[src/rtl/pipe_pkg.sv]
// Shared pipeline definitions: memory arbiter state encoding and the canonical NOP instruction.
package pipe_pkg;

  typedef enum logic [1:0] {
    IDLE   = 2'd0,
    BUSY_I = 2'd1,
    BUSY_D = 2'd2,
    RESP   = 2'd3
  } arb_state_t;

  localparam logic [31:0] NOP_INSTR = 32'h00000013;

endpackage

[src/rtl/mem_timeout_timer.sv]
// Counts cycles while enabled and flags the last permitted cycle; TIMEOUT_CYCLES of 0 never expires.
module mem_timeout_timer #(
  parameter int TIMEOUT_CYCLES = 64
) (
  input  logic clk,
  input  logic rst_n,
  input  logic clear,
  input  logic enable,
  output logic expired
);

  localparam int CNT_W = (TIMEOUT_CYCLES > 1) ? $clog2(TIMEOUT_CYCLES) : 1;
  localparam logic [CNT_W-1:0] LAST = CNT_W'((TIMEOUT_CYCLES > 0) ? TIMEOUT_CYCLES - 1 : 0);

  logic [CNT_W-1:0] count_q;
  logic [CNT_W-1:0] count_d;

  // expired marks the TIMEOUT_CYCLES-th enabled cycle, so the owner aborts on that cycle
  assign expired = (TIMEOUT_CYCLES != 0) && enable && (count_q == LAST);

  always_comb begin
    count_d = count_q;
    if (clear) begin
      count_d = '0;
    end else if (enable && !expired) begin
      count_d = count_q + 1'b1;
    end
  end

  always_ff @(posedge clk) begin
    if (!rst_n) begin
      count_q <= '0;
    end else begin
      count_q <= count_d;
    end
  end

endmodule

[src/rtl/unified_mem_arbiter.sv]
// Shares one single-port memory between instruction fetch and load/store, one transaction at a
// time, and raises the pipeline-wide stall while either requester is waiting.
module unified_mem_arbiter
  import pipe_pkg::*;
#(
  parameter int                ADDR_W         = 32,
  parameter int                DATA_W         = 32,
  parameter int                TIMEOUT_CYCLES = 64,
  parameter logic [DATA_W-1:0] NOP_INSTR      = DATA_W'(pipe_pkg::NOP_INSTR)
) (
  input  logic              clk,
  input  logic              rst_n,
  input  logic              if_req,
  input  logic [ADDR_W-1:0] if_addr,
  input  logic              if_flush,
  output logic [DATA_W-1:0] if_rdata,
  output logic              if_valid,
  input  logic              d_req,
  input  logic              d_we,
  input  logic [ADDR_W-1:0] d_addr,
  input  logic [DATA_W-1:0] d_wdata,
  input  logic [3:0]        d_be,
  output logic [DATA_W-1:0] d_rdata,
  output logic              d_done,
  output logic              stall,
  output logic              mem_req,
  output logic              mem_we,
  output logic [ADDR_W-1:0] mem_addr,
  output logic [DATA_W-1:0] mem_wdata,
  output logic [3:0]        mem_be,
  input  logic              mem_ready,
  input  logic [DATA_W-1:0] mem_rdata,
  output logic              timeout_err
);

  arb_state_t        state_q, state_d;
  logic              mem_req_q, mem_req_d;
  logic              mem_we_q, mem_we_d;
  logic [ADDR_W-1:0] mem_addr_q, mem_addr_d;
  logic [DATA_W-1:0] mem_wdata_q, mem_wdata_d;
  logic [3:0]        mem_be_q, mem_be_d;
  logic [DATA_W-1:0] if_rdata_q, if_rdata_d;
  logic              if_valid_q, if_valid_d;
  logic [DATA_W-1:0] d_rdata_q, d_rdata_d;
  logic              d_done_q, d_done_d;
  logic              timeout_err_q, timeout_err_d;
  logic              discard_q, discard_d;
  logic              busy;
  logic              expired;

  assign busy = (state_q == BUSY_I) || (state_q == BUSY_D);

  mem_timeout_timer #(
    .TIMEOUT_CYCLES(TIMEOUT_CYCLES)
  ) u_timer (
    .clk    (clk),
    .rst_n  (rst_n),
    .clear  (!busy),
    .enable (busy),
    .expired(expired)
  );

  assign mem_req     = mem_req_q;
  assign mem_we      = mem_we_q;
  assign mem_addr    = mem_addr_q;
  assign mem_wdata   = mem_wdata_q;
  assign mem_be      = mem_be_q;
  assign if_rdata    = if_rdata_q;
  assign if_valid    = if_valid_q;
  assign d_rdata     = d_rdata_q;
  assign d_done      = d_done_q;
  assign timeout_err = timeout_err_q;

  // A requester stops stalling in the very cycle its completion pulse is visible
  assign stall = (d_req && !d_done_q) || (if_req && !if_flush && !if_valid_q);

  always_comb begin
    state_d       = state_q;
    mem_req_d     = mem_req_q;
    mem_we_d      = mem_we_q;
    mem_addr_d    = mem_addr_q;
    mem_wdata_d   = mem_wdata_q;
    mem_be_d      = mem_be_q;
    if_rdata_d    = if_rdata_q;
    if_valid_d    = 1'b0;
    d_rdata_d     = d_rdata_q;
    d_done_d      = 1'b0;
    timeout_err_d = timeout_err_q;
    discard_d     = discard_q;

    case (state_q)
      IDLE: begin
        // Data side is the older instruction in the pipe, so it always wins
        if (d_req) begin
          state_d     = BUSY_D;
          mem_req_d   = 1'b1;
          mem_we_d    = d_we;
          mem_addr_d  = d_addr;
          mem_wdata_d = d_wdata;
          mem_be_d    = d_we ? d_be : 4'hF;
        end else if (if_req && !if_flush) begin
          state_d     = BUSY_I;
          mem_req_d   = 1'b1;
          mem_we_d    = 1'b0;
          mem_addr_d  = if_addr;
          mem_wdata_d = '0;
          mem_be_d    = 4'hF;
        end
      end

      BUSY_I, BUSY_D: begin
        if (state_q == BUSY_I && if_flush) begin
          discard_d = 1'b1;
        end
        // A real response takes priority over a timeout landing in the same cycle
        if (mem_ready || expired) begin
          state_d   = RESP;
          mem_req_d = 1'b0;
          mem_we_d  = 1'b0;
          if (!mem_ready) begin
            timeout_err_d = 1'b1;
          end
          if (state_q == BUSY_D) begin
            d_done_d  = 1'b1;
            d_rdata_d = mem_ready ? mem_rdata : '0;
          end else begin
            if_valid_d = !(discard_q || if_flush);
            if_rdata_d = mem_ready ? mem_rdata : NOP_INSTR;
          end
        end
      end

      RESP: begin
        state_d   = IDLE;
        discard_d = 1'b0;
      end

      default: begin
        state_d = IDLE;
      end
    endcase
  end

  always_ff @(posedge clk) begin
    if (!rst_n) begin
      state_q       <= IDLE;
      mem_req_q     <= 1'b0;
      mem_we_q      <= 1'b0;
      mem_addr_q    <= '0;
      mem_wdata_q   <= '0;
      mem_be_q      <= 4'h0;
      if_rdata_q    <= '0;
      if_valid_q    <= 1'b0;
      d_rdata_q     <= '0;
      d_done_q      <= 1'b0;
      timeout_err_q <= 1'b0;
      discard_q     <= 1'b0;
    end else begin
      state_q       <= state_d;
      mem_req_q     <= mem_req_d;
      mem_we_q      <= mem_we_d;
      mem_addr_q    <= mem_addr_d;
      mem_wdata_q   <= mem_wdata_d;
      mem_be_q      <= mem_be_d;
      if_rdata_q    <= if_rdata_d;
      if_valid_q    <= if_valid_d;
      d_rdata_q     <= d_rdata_d;
      d_done_q      <= d_done_d;
      timeout_err_q <= timeout_err_d;
      discard_q     <= discard_d;
    end
  end

endmodule

[config.mk]
export PLATFORM = sky130hd
export DESIGN_NAME = unified_mem_arbiter
export DESIGN_NICKNAME = d
export VERILOG_FILES = /design/src/rtl/pipe_pkg.sv /design/src/rtl/mem_timeout_timer.sv /design/src/rtl/unified_mem_arbiter.sv
export SDC_FILE = /design/constraint.sdc
export NUM_CORES = 1
export LEC_CHECK = 0
export ABC_AREA = 1
export CAP_MARGIN = 20
export CORE_MARGIN = 2
export CORE_UTILIZATION = 45
export DETAILED_ROUTE_END_ITERATION = 12
export PLACE_DENSITY = 0.86
export SLEW_MARGIN = 25
export SYNTH_ARGS = -nofsm -noshare
export SYNTH_HDL_FRONTEND = slang
export SYNTH_SLANG_ARGS = --single-unit
export TNS_END_PERCENT = 30
[constraint.sdc]
create_clock -name clk -period 4 [get_ports clk]
set_input_delay 0.8 -clock clk [delete_from_list [all_inputs] [get_ports clk]]
set_output_delay 0.8 -clock clk [all_outputs]
set_load 0.01 [all_outputs]
==> out/metrics.cfg <==
[yosys]
synth_seq_cells=146
syn_inst=877
ys_top_cells_by_area=dfxtp_1 (47%), nand2_1 (16%), nor2_1 (8.6%)
syn_nets=1023
seq_area_frac_synth_pct=47.3
synth_fa_ha_area_share_pct=1.42
avgSynthCellArea_um2=7.05
synthMuxAreaShare_pct=0
synth_top_cell_area_share_pct=47.3
yosysUniqueCellTypes=29
yosysTopAreaCell=dfxtp_1
yosysWarnings=0
synth_compound_area_share_pct=11.1
synth-simple-area-share_pct=31.4
synth_top_family_by_area=simple AND/OR/NAND/NOR gates
synth-xor-area-share_pct=0.142
netlist_area_um2=6180

[layout]
drive_above_1_share_pct=4.58
n_antenna_cell=0
syn2layout_area_growth_pct=53.0
fin_nets=1272

[clock_network]
clk_latency_ns=0.43
cts_tree=yes
root_buffer=clkbuf_16
clk_pin_slew_worst_paths_ns=0.06
ctsLongestPathBuffers=2
cts_sinks=146
cts_setup_buffers=0
htree_levels=4
cts_made_buffers=17
cts.repair.resized=0
hold_buffers=0

[sta]
min_period_ns=2.96
max_freq_mhz=337
finalCritPeriodShare_pct=74.1
hold_violations=0
fin_skew_ns=0.0143
fin_setup_tns_ns=0
drv_slew=0
rsz0062_at_grt=no
finalWorstSetupSlack_ns=1.04
worst_pin_slew_ns=0.979
finalSetupViolCount=0
relSlewSlack_pct=34.6

[global_route]
grt_pass1_vias=6053
top_usage_layer=met2
met1_usage_pct=30.1
grt_pass1_wl_um=30800
track_usage_pct=27.3
grt-ovfl-total=0
use_met2_pct=46.9
grt_start_max_net_pins=53
antenna_found_initial=1
grt_use_met3_pct=9.68

[min_path]
hold_path.class=flop to flop
hp-start=mem_wdata[27]

[pwr]
finalPower_mw=5.13
peakVddDrop_uv=341
power_density_nw_per_um2=542
leakage_nw=4.03

[worst_setup_path]
setup.worst_path.end_class=output pin
worstPathRequired_ns=3.20
crit_slowest_cell=clkdlybuf4s50_1
rr_startpoint=state_q[0]
worstPathArrival_ns=2.16
cp_max_fo=3
r2r_slack_ns=1.41
crit_top_cell=clkdlybuf4s50_1
critPathKind=input port to output pin
start_kind=input port
worstRegToRegCells=8
setup.worst_path.end=stall
startpoint=if_flush
path_buf_inv=3
crit_family=buffers and inverters
crit_chain=clkdlybuf4s50_1 -> inv_1 -> nand2_1 -> o22ai_1 -> clkdlybuf4s50_1
r2r_end=d_rdata[26]
cp_slowest_stage_delay_ns=0.59
cp.depth=5

[floorplan]
die_w_um=121
die_area_um2=14700
ioPinCount=277
rows=42
core-area_um2=13300
die_h_um=121
initial_utilization_pct=46.3

[placed_design]
post-place-ws_ns=1.03
port_buffers=276
globalplace.congestion=0.871
dpl.hpwl_um=14300

[status]
status=finished clean

[route]
wl_per_cell_um=15.4
ant_nets=0
vias=6511
detail_route.iter0.violations=550
drt_pre_antenna_iters=5
drc_errors=0
via_per_inst=4.97
wl_um=20100

[run]
max_cap_viol_count=0

==> through the flow <==
stage	utilization, %	hold WS, ns	instances	instance area (um^2)
after floorplan	-	0.398	877	6180
after global placement	66.9	0.447	1283	8930
after detailed placement	66.9	0.453	1283	8930
after CTS	70.9	0.462	1311	9460
after global routing	70.9	0.473	1311	9460
final	70.9	0.460	1311	9460
==> cell usage in the layout (no fill, tap or decap), drive strengths merged <==
cell           synthesis  layout
inv                   63      63
a31oi                 32      32
clkinvlp               0       1
ha                     7       7
buf                   35      11
o21ai                 44      44
nand2                274     274
nor3b                  1       1
or2                    1       1
nand4                  1       1
clkbuf                21      21
o21bai                 1       1
dfxtp                146     146
nand3                 57      57
o21a                   1       1
a21oi                 43      43
bufinv                 0       1
clkinv                 0       5
o22ai                  1       1
xor2                   1       1
clkdlybuf4s50          0     275
nor3                   3       3
nor2                 145     145
==> flip-flops by register name (all words and copies together), names as in the netlist, 2 cells and up <==
name and cells:
u_timer.count_q 6, if_rdata 32, state_q 2, mem_wdata 32, d_rdata 32, mem_be 4
mem_addr 32
==> logic make-up after synthesis <==
logic type / Yosys count
fa+ha+maj: 7
flops: 146
buf+inv: 119
xor+xnor: 1
simple gates: 482
compound gates: 122
==> worst reg2reg max path, delay by kind of cell, from the launching register on <==
family | cells | cell delay (ns)
AND/OR/NAND/NOR | 3 | 0.25
adder cells (fa/ha/maj) | 1 | 0.56
AO/OA/AOI/OAI | 1 | 0.63
buffers and inverters | 3 | 0.63
flip-flops | 1 | 0.41
==> report_power, final <==
part	switching, mW	internal [mW]
clock network	0.579	0.866
logic	0.951	0.833
registers	0.163	1.74
==> cells in the mapped netlist (all sizes together) <==
master	count
nor3b	1
inv	63
o22ai	1
a31oi	32
dfxtp	146
o21a	1
nand2	274
a21oi	43
or2	1
nand4	1
nand3	57
ha	7
buf	35
xor2	1
nor3	3
o21ai	44
clkbuf	21
nor2	145
o21bai	1
==> per-layer routing <==
metal,vias to the layer above,wire length [um]
li1,3254,-
met1,2940,7500
met2,279,10100
met3,36,1850
met4,2,646
met5,-,11
==> how the worst min path moves through the flow <==
| stage | end | slack, ns | cells after the start |
|---|---|---|---|
| final | mem_wdata[27] | 0.46 | 2 |
| after floorplan | if_valid | 0.40 | 1 |
| after CTS | mem_wdata[24] | 0.46 | 2 |
| after global routing | timeout_err | 0.47 | 1 |
| after detailed placement | mem_wdata[26] | 0.45 | 2 |
| after global placement | mem_wdata[26] | 0.45 | 2 |
==> area by class of cell <==
type                       instances  area (um^2)
clock buffer                      21          460
clock inverter                     7         62.6
fill                            1107         3890
inverter                          63          236
multi-input combinational        612         2720
sequential                       146         2920
tap                              176          220
timing repair buffer             286         2840
Note: power is estimated with default switching activity, not from simulation.
==> edit 1 (same flow settings) <==
Change the parameter `ADDR_W` from 32 to 64.
--- a/src/rtl/unified_mem_arbiter.sv
+++ b/src/rtl/unified_mem_arbiter.sv
@@ -3,7 +3,7 @@
 module unified_mem_arbiter
   import pipe_pkg::*;
 #(
-  parameter int                ADDR_W         = 32,
+  parameter int                ADDR_W         = 64,
   parameter int                DATA_W         = 32,
   parameter int                TIMEOUT_CYCLES = 64,
   parameter logic [DATA_W-1:0] NOP_INSTR      = DATA_W'(pipe_pkg::NOP_INSTR)
Interface: changed (resized d_addr, if_addr and mem_addr); port bits go from 277 to 373. The function was not compared with the original's and may differ.
==> edit 1 against the unedited design <==
- via count rose by 24%
- worst setup slack improved by 0.015 ns
- cell area rose by 23%
- wire length rose by 31%
- largest power group unchanged
- area after synthesis rose by 19%
- sequential power rose by 23%
- clock skew fell by 0.0058 ns
- sequential cell count rose by 32
- power rose by 23%
- largest cell class is now non-clock buffers
- first-iteration DRC count rose by 0.91%
==> edit 1: results (changes against the unedited design) <==
| Metric | Value |
|---|---|
| Crit path DAT | 2.15 ns |
| Met3 Use GR | 0.07651 (-0.02030) |
| Largest net degree at the start of global routing | 133 (+150%) |
| Synth unique cells | 28 (-3.4%) |
| DRT Pass-1 Iters | 5 (unchanged) |
| Max layer used | met4 |
| H-tree depth | 4 (unchanged) |
| Post-Place Setup Slack | 1.075 ns (+0.04855 ns) |
| Antenna violations before repair | 0 (-1) |
| Share of layout cells above drive strength 1 | 0.03606 (-0.009759) |
| Post-Route M1 WL | 9893 um (+32%) |
| Ys async rst share | 0 (unchanged) |
| Crit Reg-Reg Startpoint | state_q[0]$_SDFFE_PN0P_ |
| Port buffer count | 372 (+35%) |
| Commonest cells post-synth | nand2_1, dfxtp_1, nor2_1, nand3_1, o21ai_0 |
| Fill count | 1223 (+10%) |
| Top cells by area, synth | dfxtp_1, nand2_1, nor2_1 |
| Routed vias/inst | 5.134 (+3.4%) |
| Hold Crit Depth | 2 (unchanged) |
| Hold Crit Start | mem_wdata[30]$_SDFFE_PN0P_ |
| Syn Nets | 1231 (+20%) |
| Max FFs per register | 64 |
| Gpl congestion | 0.9494 (+9.1%) |
| Grt met1 use | 0.3321 (+0.03096) |
| Gr usage total | 0.2970 (+0.02445) |
| Final Skew | 0.008469 ns (-0.005824 ns) |
| DP Area | 0.01106 sq mm (+24%) |
| CP max stage delay | 0.56 ns (-0.03 ns) |
| Reg-to-Reg End | d_rdata[5]$_SDFFE_PN0P_ |
| Number of global-route vias before repair | 7671 (+27%) |
| DP HPWL | 18870 um (+32%) |
| Iter 0 DRT Violations | 555 (+0.91%) |
| Run status | finished clean |
| Part of the cycle the worst path needs | 0.7370 (-0.003795) |
| Register area share after synthesis | 0.4836 (+0.01074) |
| Post-CTS Setup Inserts | 0 (unchanged) |
| Met3 wire length | 2013 um (+8.8%) |
| CTS clk-pin slew, worst paths | 0.06 ns (about the same) |
| Slew headroom | 0.3294 (-0.01690) |
| Worst vdd ir | 334.5 uV (-1.9%) |
| Slowest CP cell | clkdlybuf4s50_1 |
| Yosys warning count | 0 (unchanged) |
| WL met2 | 13120 um (+29%) |
| Static Leak | 4.604 nW (+14%) |
| Hold worst-path end | mem_wdata[30]$_SDFFE_PN0P_ |
| Most used DFF post-synth | dfxtp_1 |
| Flop2flop setup slack | 1.81 ns (+0.40 ns) |
| Wire length of the first global-routing pass | 41080 um (+33%) |
| WL per Instance | 16.72 um (+8.9%) |
| Met2 global-route usage | 0.5203 (+0.05115) |
| TritonCTS Buffers | 17 (unchanged) |
| Nets | 1556 (+22%) |
| Ant. Diodes | 0 (unchanged) |
| Top Family by Delay on Critical Path | buffers and inverters |
| Worst R2R Path Depth | 8 (unchanged) |
edit 1: power breakdown:
part | internal [mW] | total [mW] | switching (mW)
Sequential | 2.14 | 2.33 | 0.197
Clock | 1.00 | 1.68 | 0.677
Combinational | 1.08 | 2.28 | 1.21
edit 1: how the worst max path moves through the flow:
stage / startpoint / endpoint / cells after the start
4_1_cts: if_flush / stall / 5
3_5_place_dp: if_flush / stall / 5
3_3_place_gp: if_flush / stall / 5
2_1_floorplan: d_req / stall / 4
6_report: if_flush / stall / 5
5_1_grt: if_flush / stall / 5
edit 1: area by class of cell:
type / count / area (sq um) / share of cell area
clock buffers: 24 / 461.7 / 0.03962
clock inverters: 8 / 127.6 / 0.01095
inverters: 27 / 101.3 / 0.008698
multi-input cells: 739 / 3304 / 0.2836
flip-flops and latches: 178 / 3563 / 0.3058
well taps: 216 / 270.3 / 0.02319
repair buffers: 383 / 3824 / 0.3281
edit 1: logic make-up (layout without fill, tap and decap cells):
kind of cell	count (synthesis)	after routing	synth area share
flops	178	178	0.4836
xor+xnor	1	1	0.001189
buf+inv	104	442	0.06793
fa+ha+maj	7	7	0.01189
simple gates	545	545	0.2943
compound gates	186	186	0.1411
edit 1: per-stage QoR:
step / power, mW / hold slack (ns) / instances
2_1_floorplan: 3.509 / 0.3982 / 1021
3_3_place_gp: 4.582 / 0.4449 / 1543
3_5_place_dp: 4.627 / 0.4507 / 1543
4_1_cts: 6.314 / 0.4598 / 1575
5_1_grt: 6.617 / 0.4822 / 1575
6_report: 6.299 / 0.4618 / 1575
edit 1: worst reg2reg max path, cell delays in order (launching register included):
cell and delay [ns]:
dfxtp_1 0.41, inv_1 0.11, ha_1 0.45, inv_1 0.16, a21oi_4 0.12, buf_4 0.50
nand3_1 0.18, nand2_1 0.10, nor2_1 0.05
==> edit 2 (same settings) <==
Without the edit above. Re-encode `arb_state_t` (4 states) as one-hot, 4 bits wide.
--- a/src/rtl/pipe_pkg.sv
+++ b/src/rtl/pipe_pkg.sv
@@ -1,11 +1,11 @@
 // Shared pipeline definitions: memory arbiter state encoding and the canonical NOP instruction.
 package pipe_pkg;
 
-  typedef enum logic [1:0] {
-    IDLE   = 2'd0,
-    BUSY_I = 2'd1,
-    BUSY_D = 2'd2,
-    RESP   = 2'd3
+  typedef enum logic [3:0] {
+    IDLE   = 4'b0001,
+    BUSY_I = 4'b0010,
+    BUSY_D = 4'b0100,
+    RESP   = 4'b1000
   } arb_state_t;
 
   localparam logic [31:0] NOP_INSTR = 32'h00000013;
Function: same outputs for any inputs over 4 cycles, from zero or initial values and one cycle with rst_n low; so few cycles prove little.
==> edit 2 against the unedited design <==
- area after synthesis fell by 2.3%
- wire length down 4.0%
- sequential cell count increased by 2
- core utilization up 0.41 points
- global-route usage fell by 0.74 points
- cell area down 0.61%
- worst setup slack got worse by 0.076 ns
- combinational power shrank 50%
- worst hold slack got worse by 0.030 ns
- power decreased by 18%
==> edit 2: results (changes against the unedited design) <==
| Metric | Value |
|---|---|
| Run status | finished clean |
| Total Wirelength | 19340 um (-4.0%) |
| Max layer used | met4 |
| CP max stage delay | 0.61 ns (+0.02 ns) |
| Top cells by area, synth | dfxtp_1, nand2_1, a21oi_1 |
| Gr usage total | 0.2651 (-0.007435) |
| DP Area | 0.008787 sq mm (-1.7%) |
| DRT Pass-1 Iters | 4 (-1) |
| Register area share after synthesis | 0.4907 (+0.01780) |
| Gpl congestion | 0.8607 (-1.1%) |
| Slew headroom | 0.5493 (+0.2030) |
| Met3 wire length | 1338 um (-28%) |
| Post-Route M1 WL | 7887 um (+5.2%) |
| Iter 0 DRT Violations | 491 (-11%) |
| Grt met1 use | 0.3172 (+0.01615) |
| Antenna violations before repair | 0 (-1) |
| Fill count | 1054 (-4.8%) |
| Final non-filler cell total | 1276 (-2.7%) |
| Post-Place Setup Slack | 0.9820 ns (-0.04463 ns) |
| Nets | 1227 (-3.5%) |
| Syn Nets | 979 (-4.3%) |
| WL met2 | 9421 um (-7.0%) |
| Number of global-route vias before repair | 6061 (+0.13%) |
| CP max FO | 4 (+1) |
| Commonest cells post-synth | nand2_1, dfxtp_1, a21oi_1, nand3_1, inv_1 |
| Crit Reg-Reg Startpoint | state_q[3]$_SDFFE_PN0P_ |
| Worst-Skew Late Latency | 0.41 ns (-0.02 ns) |
| Synth unique cells | 30 (+3.4%) |
| Final setup margin | 0.9603 ns (-0.07648 ns) |
| Met2 global-route usage | 0.4439 (-0.02517) |
| Static Leak | 3.725 nW (-7.6%) |
| Wire length of the first global-routing pass | 30340 um (-1.5%) |
| Met3 Use GR | 0.06702 (-0.02979) |
| Flop2flop setup slack | 1.53 ns (+0.12 ns) |
| DP HPWL | 13410 um (-6.3%) |
| Fin area | 0.009400 sq mm (-0.61%) |
| Largest net degree at the start of global routing | 83 (+57%) |
| Crit path DAT | 2.24 ns (+0.08 ns) |
-- edit 2: cell count changes after synthesis, moves of 6 or more --
cell,before,now
o21ai_0,43,2
nand3_1,54,45
ha_1,7,1
a31oi_1,32,0
a21oi_1,41,135
nand2_1,271,355
inv_1,61,41
nor3_1,3,11
buf_4,4,11
nor2_1,142,12
-- edit 2: worst min-delay path by stage --
stage | from | endpoint | slack, ns | cells past startpoint
finish | discard_q$_SDFFE_PN0P_ | if_valid$_SDFF_PP0_ | 0.43 | 1
global route | discard_q$_SDFFE_PN0P_ | if_valid$_SDFF_PP0_ | 0.45 | 1
CTS | discard_q$_SDFFE_PN0P_ | if_valid$_SDFF_PP0_ | 0.43 | 1
detailed placement | discard_q$_SDFFE_PN0P_ | if_valid$_SDFF_PP0_ | 0.41 | 1
global placement | discard_q$_SDFFE_PN0P_ | if_valid$_SDFF_PP0_ | 0.42 | 1
floorplan | discard_q$_SDFFE_PN0P_ | if_valid$_SDFF_PP0_ | 0.40 | 1
-- edit 2: cells by family (layout without fill, tap and decap cells) --
logic type / Yosys count / in the layout / share of synthesized area
AND/OR/NAND/NOR: 437 / 437 / 0.2924
flip-flops: 148 / 148 / 0.4907
XOR/XNOR: 3 / 3 / 0.004352
AO/OA/AOI/OAI: 148 / 148 / 0.1283
buffers and inverters: 102 / 363 / 0.08226
adder cells (fa/ha/maj): 1 / 1 / 0.002072
-- edit 2: area by class of cell --
class	instances	share of cell area
flip-flops and latches	148	0.3152
well taps	176	0.02343
inverters	46	0.01863
clock buffers	23	0.05191
repair buffers	285	0.3024
multi-input cells	589	0.2751
clock inverters	9	0.01331
-- edit 2: power breakdown --
group	switching, mW	internal, mW	leakage (nW)
clock	0.596	1.04	0.299
combinational	0.470	0.423	2.22
sequential	0.0604	1.59	1.20
total	1.13	3.06	3.73
